[src/rtl/latch_event_capture.sv]
// -----------------------------------------------------------------------------
// latch_event_capture
//
// Brings the asynchronous D-latch output into the clk domain, debounces it and
// produces single-cycle rise/fall pulses aligned with the debounced level.
// Qualified rising events are also tallied in a saturating counter, which the
// synchronous control logic reads and clears.
//
// Parameters
//   SYNC_STAGES  synchronizer depth (>= 2)
//   DEBOUNCE     consecutive synchronized cycles a new level must hold (>= 1)
//   CNT_W        width of rise_cnt
//
// Ports
//   clk       rising-edge clock
//   reset     asynchronous, active-low reset
//   latch_q   asynchronous level from the D-latch q output
//   cnt_clr   synchronous clear of rise_cnt and sat
//   filt_q    synchronized, debounced level
//   rise      one-cycle pulse when filt_q goes 0->1
//   fall      one-cycle pulse when filt_q goes 1->0
//   rise_cnt  saturating count of rise pulses
//   sat       sticky flag: rise_cnt has reached all-ones
// -----------------------------------------------------------------------------
module latch_event_capture #(
  parameter int SYNC_STAGES = 2,
  parameter int DEBOUNCE    = 4,
  parameter int CNT_W       = 8
) (
  input  logic             clk,
  input  logic             reset,
  input  logic             latch_q,
  input  logic             cnt_clr,
  output logic             filt_q,
  output logic             rise,
  output logic             fall,
  output logic [CNT_W-1:0] rise_cnt,
  output logic             sat
);

  localparam int DCNT_W = $clog2(DEBOUNCE) + 1;
  localparam logic [DCNT_W-1:0] DLAST   = DCNT_W'(DEBOUNCE - 1);
  localparam logic [CNT_W-1:0]  CNT_MAX = '1;

  typedef enum logic [1:0] {
    ST_LOW,
    QUAL_HI,
    ST_HIGH,
    QUAL_LO
  } state_t;

  // ---------------------------------------------------------------------------
  // Synchronizer: latch_q is only ever observed through the last stage.
  // ---------------------------------------------------------------------------
  logic [SYNC_STAGES-1:0] sync;
  logic                   s;

  always_ff @(posedge clk or negedge reset) begin
    if (!reset) begin
      sync <= '0;
    end else begin
      sync <= {sync[SYNC_STAGES-2:0], latch_q};
    end
  end

  assign s = sync[SYNC_STAGES-1];

  // ---------------------------------------------------------------------------
  // Debounce FSM
  // ---------------------------------------------------------------------------
  state_t            state, state_nxt;
  logic [DCNT_W-1:0] dcnt, dcnt_nxt;
  logic              filt_nxt;
  logic              rise_nxt;
  logic              fall_nxt;

  always_ff @(posedge clk or negedge reset) begin
    if (!reset) begin
      state  <= ST_LOW;
      dcnt   <= '0;
      filt_q <= 1'b0;
      rise   <= 1'b0;
      fall   <= 1'b0;
    end else begin
      state  <= state_nxt;
      dcnt   <= dcnt_nxt;
      filt_q <= filt_nxt;
      rise   <= rise_nxt;
      fall   <= fall_nxt;
    end
  end

  always_comb begin
    state_nxt = state;
    dcnt_nxt  = dcnt;
    filt_nxt  = filt_q;
    rise_nxt  = 1'b0;
    fall_nxt  = 1'b0;
    unique case (state)
      ST_LOW: begin
        if (s) begin
          // The first differing sample already counts toward qualification,
          // so a one-cycle debounce commits immediately.
          if (DEBOUNCE == 1) begin
            state_nxt = ST_HIGH;
            filt_nxt  = 1'b1;
            rise_nxt  = 1'b1;
            dcnt_nxt  = '0;
          end else begin
            state_nxt = QUAL_HI;
            dcnt_nxt  = DCNT_W'(1);
          end
        end
      end
      QUAL_HI: begin
        if (!s) begin
          state_nxt = ST_LOW;
          dcnt_nxt  = '0;
        end else if (dcnt == DLAST) begin
          state_nxt = ST_HIGH;
          filt_nxt  = 1'b1;
          rise_nxt  = 1'b1;
          dcnt_nxt  = '0;
        end else begin
          dcnt_nxt  = dcnt + DCNT_W'(1);
        end
      end
      ST_HIGH: begin
        if (!s) begin
          if (DEBOUNCE == 1) begin
            state_nxt = ST_LOW;
            filt_nxt  = 1'b0;
            fall_nxt  = 1'b1;
            dcnt_nxt  = '0;
          end else begin
            state_nxt = QUAL_LO;
            dcnt_nxt  = DCNT_W'(1);
          end
        end
      end
      QUAL_LO: begin
        if (s) begin
          state_nxt = ST_HIGH;
          dcnt_nxt  = '0;
        end else if (dcnt == DLAST) begin
          state_nxt = ST_LOW;
          filt_nxt  = 1'b0;
          fall_nxt  = 1'b1;
          dcnt_nxt  = '0;
        end else begin
          dcnt_nxt  = dcnt + DCNT_W'(1);
        end
      end
      default: begin
        state_nxt = ST_LOW;
        dcnt_nxt  = '0;
        filt_nxt  = 1'b0;
      end
    endcase
  end

  // ---------------------------------------------------------------------------
  // Saturating rise counter. It advances on the same edge that registers rise,
  // and a clear coinciding with a rise keeps that rise as the first count.
  // ---------------------------------------------------------------------------
  always_ff @(posedge clk or negedge reset) begin
    if (!reset) begin
      rise_cnt <= '0;
      sat      <= 1'b0;
    end else if (cnt_clr) begin
      rise_cnt <= rise_nxt ? CNT_W'(1) : '0;
      sat      <= 1'b0;
    end else if (rise_nxt) begin
      if (rise_cnt != CNT_MAX) begin
        rise_cnt <= rise_cnt + CNT_W'(1);
      end
      if (rise_cnt >= CNT_MAX - CNT_W'(1)) begin
        sat <= 1'b1;
      end
    end
  end

endmodule
[config.mk]
export PLATFORM = sky130hd
export DESIGN_NAME = latch_event_capture
export DESIGN_NICKNAME = d
export VERILOG_FILES = /design/src/rtl/latch_event_capture.sv
export SDC_FILE = /design/constraint.sdc
export NUM_CORES = 1
export LEC_CHECK = 0
export CAP_MARGIN = 40
export CORE_MARGIN = 4
export CORE_UTILIZATION = 41
export CTS_BUF_LIST = sky130_fd_sc_hd__clkbuf_2 sky130_fd_sc_hd__clkbuf_4 sky130_fd_sc_hd__clkbuf_8
export DETAILED_ROUTE_END_ITERATION = 6
export PLACE_DENSITY_LB_ADDON = 0.05
export SLEW_MARGIN = 20
export SYNTH_ARGS = -nofsm -noshare
export SYNTH_HDL_FRONTEND = slang
export SYNTH_SLANG_ARGS = --single-unit
[constraint.sdc]
create_clock -name clk -period 1.7 [get_ports clk]
set_input_delay 0.17 -clock clk [delete_from_list [all_inputs] [get_ports clk]]
set_output_delay 0.17 -clock clk [all_outputs]
set_load 0.005 [all_outputs]
Word-level counts from Yosys, hierarchy flattened
Cells that the tools add are included.

Add/sub/neg operators: 2. $lt $le $gt $ge: 1. Equality and inequality tests: 13. Mux-type cells: 30. Reductions and logical operators: 10.

Operators by type and width (count): 2-to-1 mux 8 bit (3); 2-to-1 mux 3 bit (5); 2-to-1 mux 1 bit (13); 2-to-1 mux 2 bit (6); != test 2 bit (second input constant) (6); one-hot mux 3 bit (4 select lines) (1); adder 8 x 1 -> 8 bit (second input constant) (1); >= comparator 8 bit (second input constant) (1); != test 8 bit (second input constant) (1); one-hot mux 2 bit (4 select lines) (1); nonzero test 2 bit (4); != test 3 bit (second input constant) (2); AND reduction 2 bit (3); AND reduction 5 bit (1); == test 2 bit (second input constant) (2); AND reduction 4 bit (1); adder 3 x 1 -> 3 bit (second input constant) (1); == test 3 x 2 -> 1 bit (second input constant) (1); == test 2 x 1 -> 1 bit (second input constant) (1); logical NOT 2 bit (1); one-hot mux 1 bit (2 select lines) (1).

Register bits after elaboration: 19. Input port bits: 4. Output and inout bits: 12. Logic and storage cells: 64.

Logic depth before layout (Yosys ltp)
Word-level depth: 6. Gate-level depth with buffers: 5. Depth with buffers taken out: 5.

Least setup slack after synthesis
Ideal clock, no wire load.

Kind: flip-flop to flip-flop. Start point: register rise_cnt[0]. End point: register rise_cnt[1]. Library setup time: 0.128 ns. Arrival: 1.284 ns. Data required time: 1.572 ns. Slack: 0.288 ns. Stages on the path, launching flop included: 4. Path buffers: 0. Period minus slack after synthesis: 1.412 ns. Path through: dfrtp_1 -> ha_1 -> a311oi_2 -> mux2_1.

Word-level cells in the longest chain between the ends: 4. Elaborated cells on any way between the ends: 7. Classes of those cells: 1 x add/sub; 1 x eq/ne; 3 x mux; 2 x reduce/logical.

Ends and longest elaborated chain: start: declaration (RTL line 37) `output logic [CNT_W-1:0] rise_cnt,`; start signal: assignment (RTL line 171) `rise_cnt <= rise_nxt ? CNT_W'(1) : '0;`; start signal: assignment (RTL line 175) `rise_cnt <= rise_cnt + CNT_W'(1);`; adder 8 x 1 -> 8 bit (RTL line 175); 2-to-1 mux 8 bit (RTL line 174) `if (rise_cnt != CNT_MAX) begin`; 2-to-1 mux 8 bit (RTL line 173) `end else if (rise_nxt) begin`; 2-to-1 mux 8 bit (RTL line 170) `end else if (cnt_clr) begin`.

Several ways; a longest one is shown, not always the timed one. The select of a mux whose other input is x is not followed. A chain may end at the register's enable or synchronous reset.

Worst setup path after layout
Start point: register dcnt[0]. End point: register rise_cnt[1].

Word-level cells in the longest chain between the ends: 6.

Ends and longest elaborated chain: start: declaration (RTL line 72) `logic [DCNT_W-1:0] dcnt, dcnt_nxt;`; start signal: assignment (RTL line 86) `dcnt <= dcnt_nxt;`; == test 3 x 2 -> 1 bit (RTL line 119) `end else if (dcnt == DLAST) begin`; 2-to-1 mux 1 bit (RTL line 119); 2-to-1 mux 1 bit (RTL line 116) `if (!s) begin`; 2-to-1 mux 1 bit (RTL line 99) `unique case (state)`; nonzero test 2 bit (no source line); AND reduction 2 bit (no source line).

No other way between the ends.

==> flow_summary.toml <==
[routing]
wire_per_inst_um = 12.5
routed_wl_um = 1750
ant_nets = 0
viasPerCell = 5.13
vias = 718
firstDrtPassIters = 4
drt-initial-drc-count = 8
drcViolationCount = 0

[critical_path]
crit_type = "reg2reg"
arrival_ns = 1.69
worstReg2RegEnd = "rise_cnt[1]$_DFFE_PN0P_"
path_max_fanout = 6
rrSetupSlack_ns = 0.19
end_kind = "flip-flop"
r2r_start = "dcnt[0]$_DFFE_PN0P_"
required_ns = 1.88
rr_worst_depth = 4
worst_setup_path_start_kind = "flip-flop"

[cells_and_area]
syn_to_final_growth_pct = 24.1
final_cell_mix = "19 x dfrtp_1, 15 x clkdlybuf4s50_1, 11 x nor2_1, 10 x nand2_1"
fin_util_pct = 53.2
diodes = 0
nets = 120
layout_commonest_cell = "dfrtp_1"
drive_gt1_share_pct = 12.5

[floorplanning]
die_w_um = 55.8
rows = 17
coreArea_um2 = 2190
initial_core_util_pct = 42.8
die_h_um = 55.8
ios = 16
dieArea_um2 = 3120

[global_routing]
grt_pass1_vias = 695
antenna_found_initial = 0
grt_pass1_wl_um = 3040
grt_max_degree = 20
grt_use_total_pct = 12.1
grt_overflow = 0

[clock_tree]
cts_max_level = 1
cts_tree = "done"
clkSinkCount = 19
insertion_delay_ns = 0.30
clockBufferDepth = 2
cts_resized = 0
cts.hold.buffers_added = 0
cts-root-buf = "clkbuf_4"
post-cts-setup-buffers = 0
clkTransAtPathRegs_ns = 0.12
cts_buffers = 3

[placed_design]
dpl.hpwl_um = 1340
gp_congestion = 0.797
pre_cts_ws_ns = 0.189
portBuffers = 15

[flow_run]
maxCapViolations = 0

[timing]
final.setup.worst_slack_ns = 0.192
fmax_mhz = 663
setup_tns_ns = 0
tightest_slew_ns = 0.276
period_share_pct = 88.7
period_minus_slack_ns = 1.51
setup_violations = 0
finalHoldViolations = 0
slew_headroom_pct = 81.5
clock_skew_ns = 0.0107
rsz0062_at_grt = "false"
slew_violations = 0

[yosys]
ys_seq_area_share_pct = 50.7
ys_ff_latch = 19
synthFlopType = "dfrtp_1"
avgSynthCellArea_um2 = 10.2
synth_nets = 99
yosysTopAreaCell = "dfrtp_1"
synth_top_area_share_pct = 50.7
synth_area_leaders = "dfrtp_1 51%, nor2_1 4.4%, ha_1 4.0%, nand2_1 4.0%, a21oi_1 2.1%"
synth-edff-count = 0
syn-cell-area_um2 = 938
synthCells = 92
async_flop_share_pct = 100
yosys_warnings = 0
synth.distinct_cells = 34

[hold_path]
hp-class = "in2async"

[pwr]
powerDensity_nw_per_um2 = 861
p_leak_nw = 0.487
vdd_ir_drop_max_uv = 590
power_w = 0.00100

[status]
status = "completed"
-- cell usage after synthesis, types with 2 or more instances --
| library cell | n |
|---|---|
| nand2_1 | 10 |
| a31oi_1 | 3 |
| dfrtp_1 | 19 |
| nor3_1 | 2 |
| nand3_1 | 2 |
| and3b_1 | 2 |
| a21oi_1 | 4 |
| nor2_2 | 2 |
| ha_1 | 3 |
| nand2b_1 | 3 |
| inv_1 | 4 |
| a211oi_1 | 2 |
| nand4_1 | 2 |
| o21ai_0 | 3 |
| and2_1 | 2 |
| nor2_1 | 11 |
-- logic make-up (layout without fill, tap and decap cells) --
logic type,after synthesis,in the layout,share of synthesized area (%)
XOR/XNOR,1,1,0.934
buffers and inverters,5,25,2.00
adder cells (fa/ha/maj),3,3,4.00
AO/OA/AOI/OAI,17,17,12.4
multiplexers,2,2,2.27
AND/OR/NAND/NOR,45,45,27.7
flip-flops,19,19,50.7
-- per-stage QoR --
| stage | hold WS, ns | std cells | area (um2) |
|---|---|---|---|
| global placement | 0.335 | 136 | 1130 |
| global route | 0.188 | 140 | 1160 |
| floorplan | -0.126 | 92 | 938 |
| CTS | 0.180 | 140 | 1160 |
| detailed placement | 0.335 | 136 | 1130 |
| finish | 0.184 | 140 | 1160 |
-- critical path: stages, from the launching register on --
cell	delay, ns
dfrtp_1	0.38
ha_1	0.25
nand3b_2	0.17
a311oi_2	0.26
mux2_1	0.34
-- layout make-up --
class                      instances  area, um2
sequential                        19        475
tap                               28       35.0
clock buffer                       3       22.5
multi-input combinational         68        444
inverter                           4       15.0
timing repair buffer              17        165
fill                             191       1030
clock inverter                     1       7.51
-- registers in the layout, indices dropped and copies added, names as in the netlist, named ones only --
signal,cells
rise_cnt,8
dcnt,3
sync,2
fall,1
filt_q,1
rise,1
sat,1
state,1
-- worst max path at each step --
stage,startpoint,endpoint,slack (ns)
after floorplan,rise_cnt[0]$_DFFE_PN0P_,rise_cnt[1]$_DFFE_PN0P_,0.29
after global placement,rise_cnt[0]$_DFFE_PN0P_,rise_cnt[1]$_DFFE_PN0P_,0.23
after detailed placement,dcnt[0]$_DFFE_PN0P_,rise_cnt[1]$_DFFE_PN0P_,0.19
after CTS,dcnt[0]$_DFFE_PN0P_,rise_cnt[1]$_DFFE_PN0P_,0.17
after global routing,dcnt[0]$_DFFE_PN0P_,rise_cnt[1]$_DFFE_PN0P_,0.06
final,dcnt[0]$_DFFE_PN0P_,rise_cnt[1]$_DFFE_PN0P_,0.19
-- where the power goes --
group	switching (W)	total (W)	internal [W]	leakage (nW)
clock	0.000142	0.000232	0.0000894	0.0139
combinational	0.000111	0.000210	0.0000982	0.224
sequential	0.0000587	0.000562	0.000503	0.249
-- per-layer routing --
metal	vias to the layer above	wire length [um]	track usage [%]
met2	10	788	19.1
met4	0	14	5.08
met3	2	81	2.78
li1	368	-	-
met1	338	863	15.8
met5	-	0	0
Power figures use the tool's default switching activity.
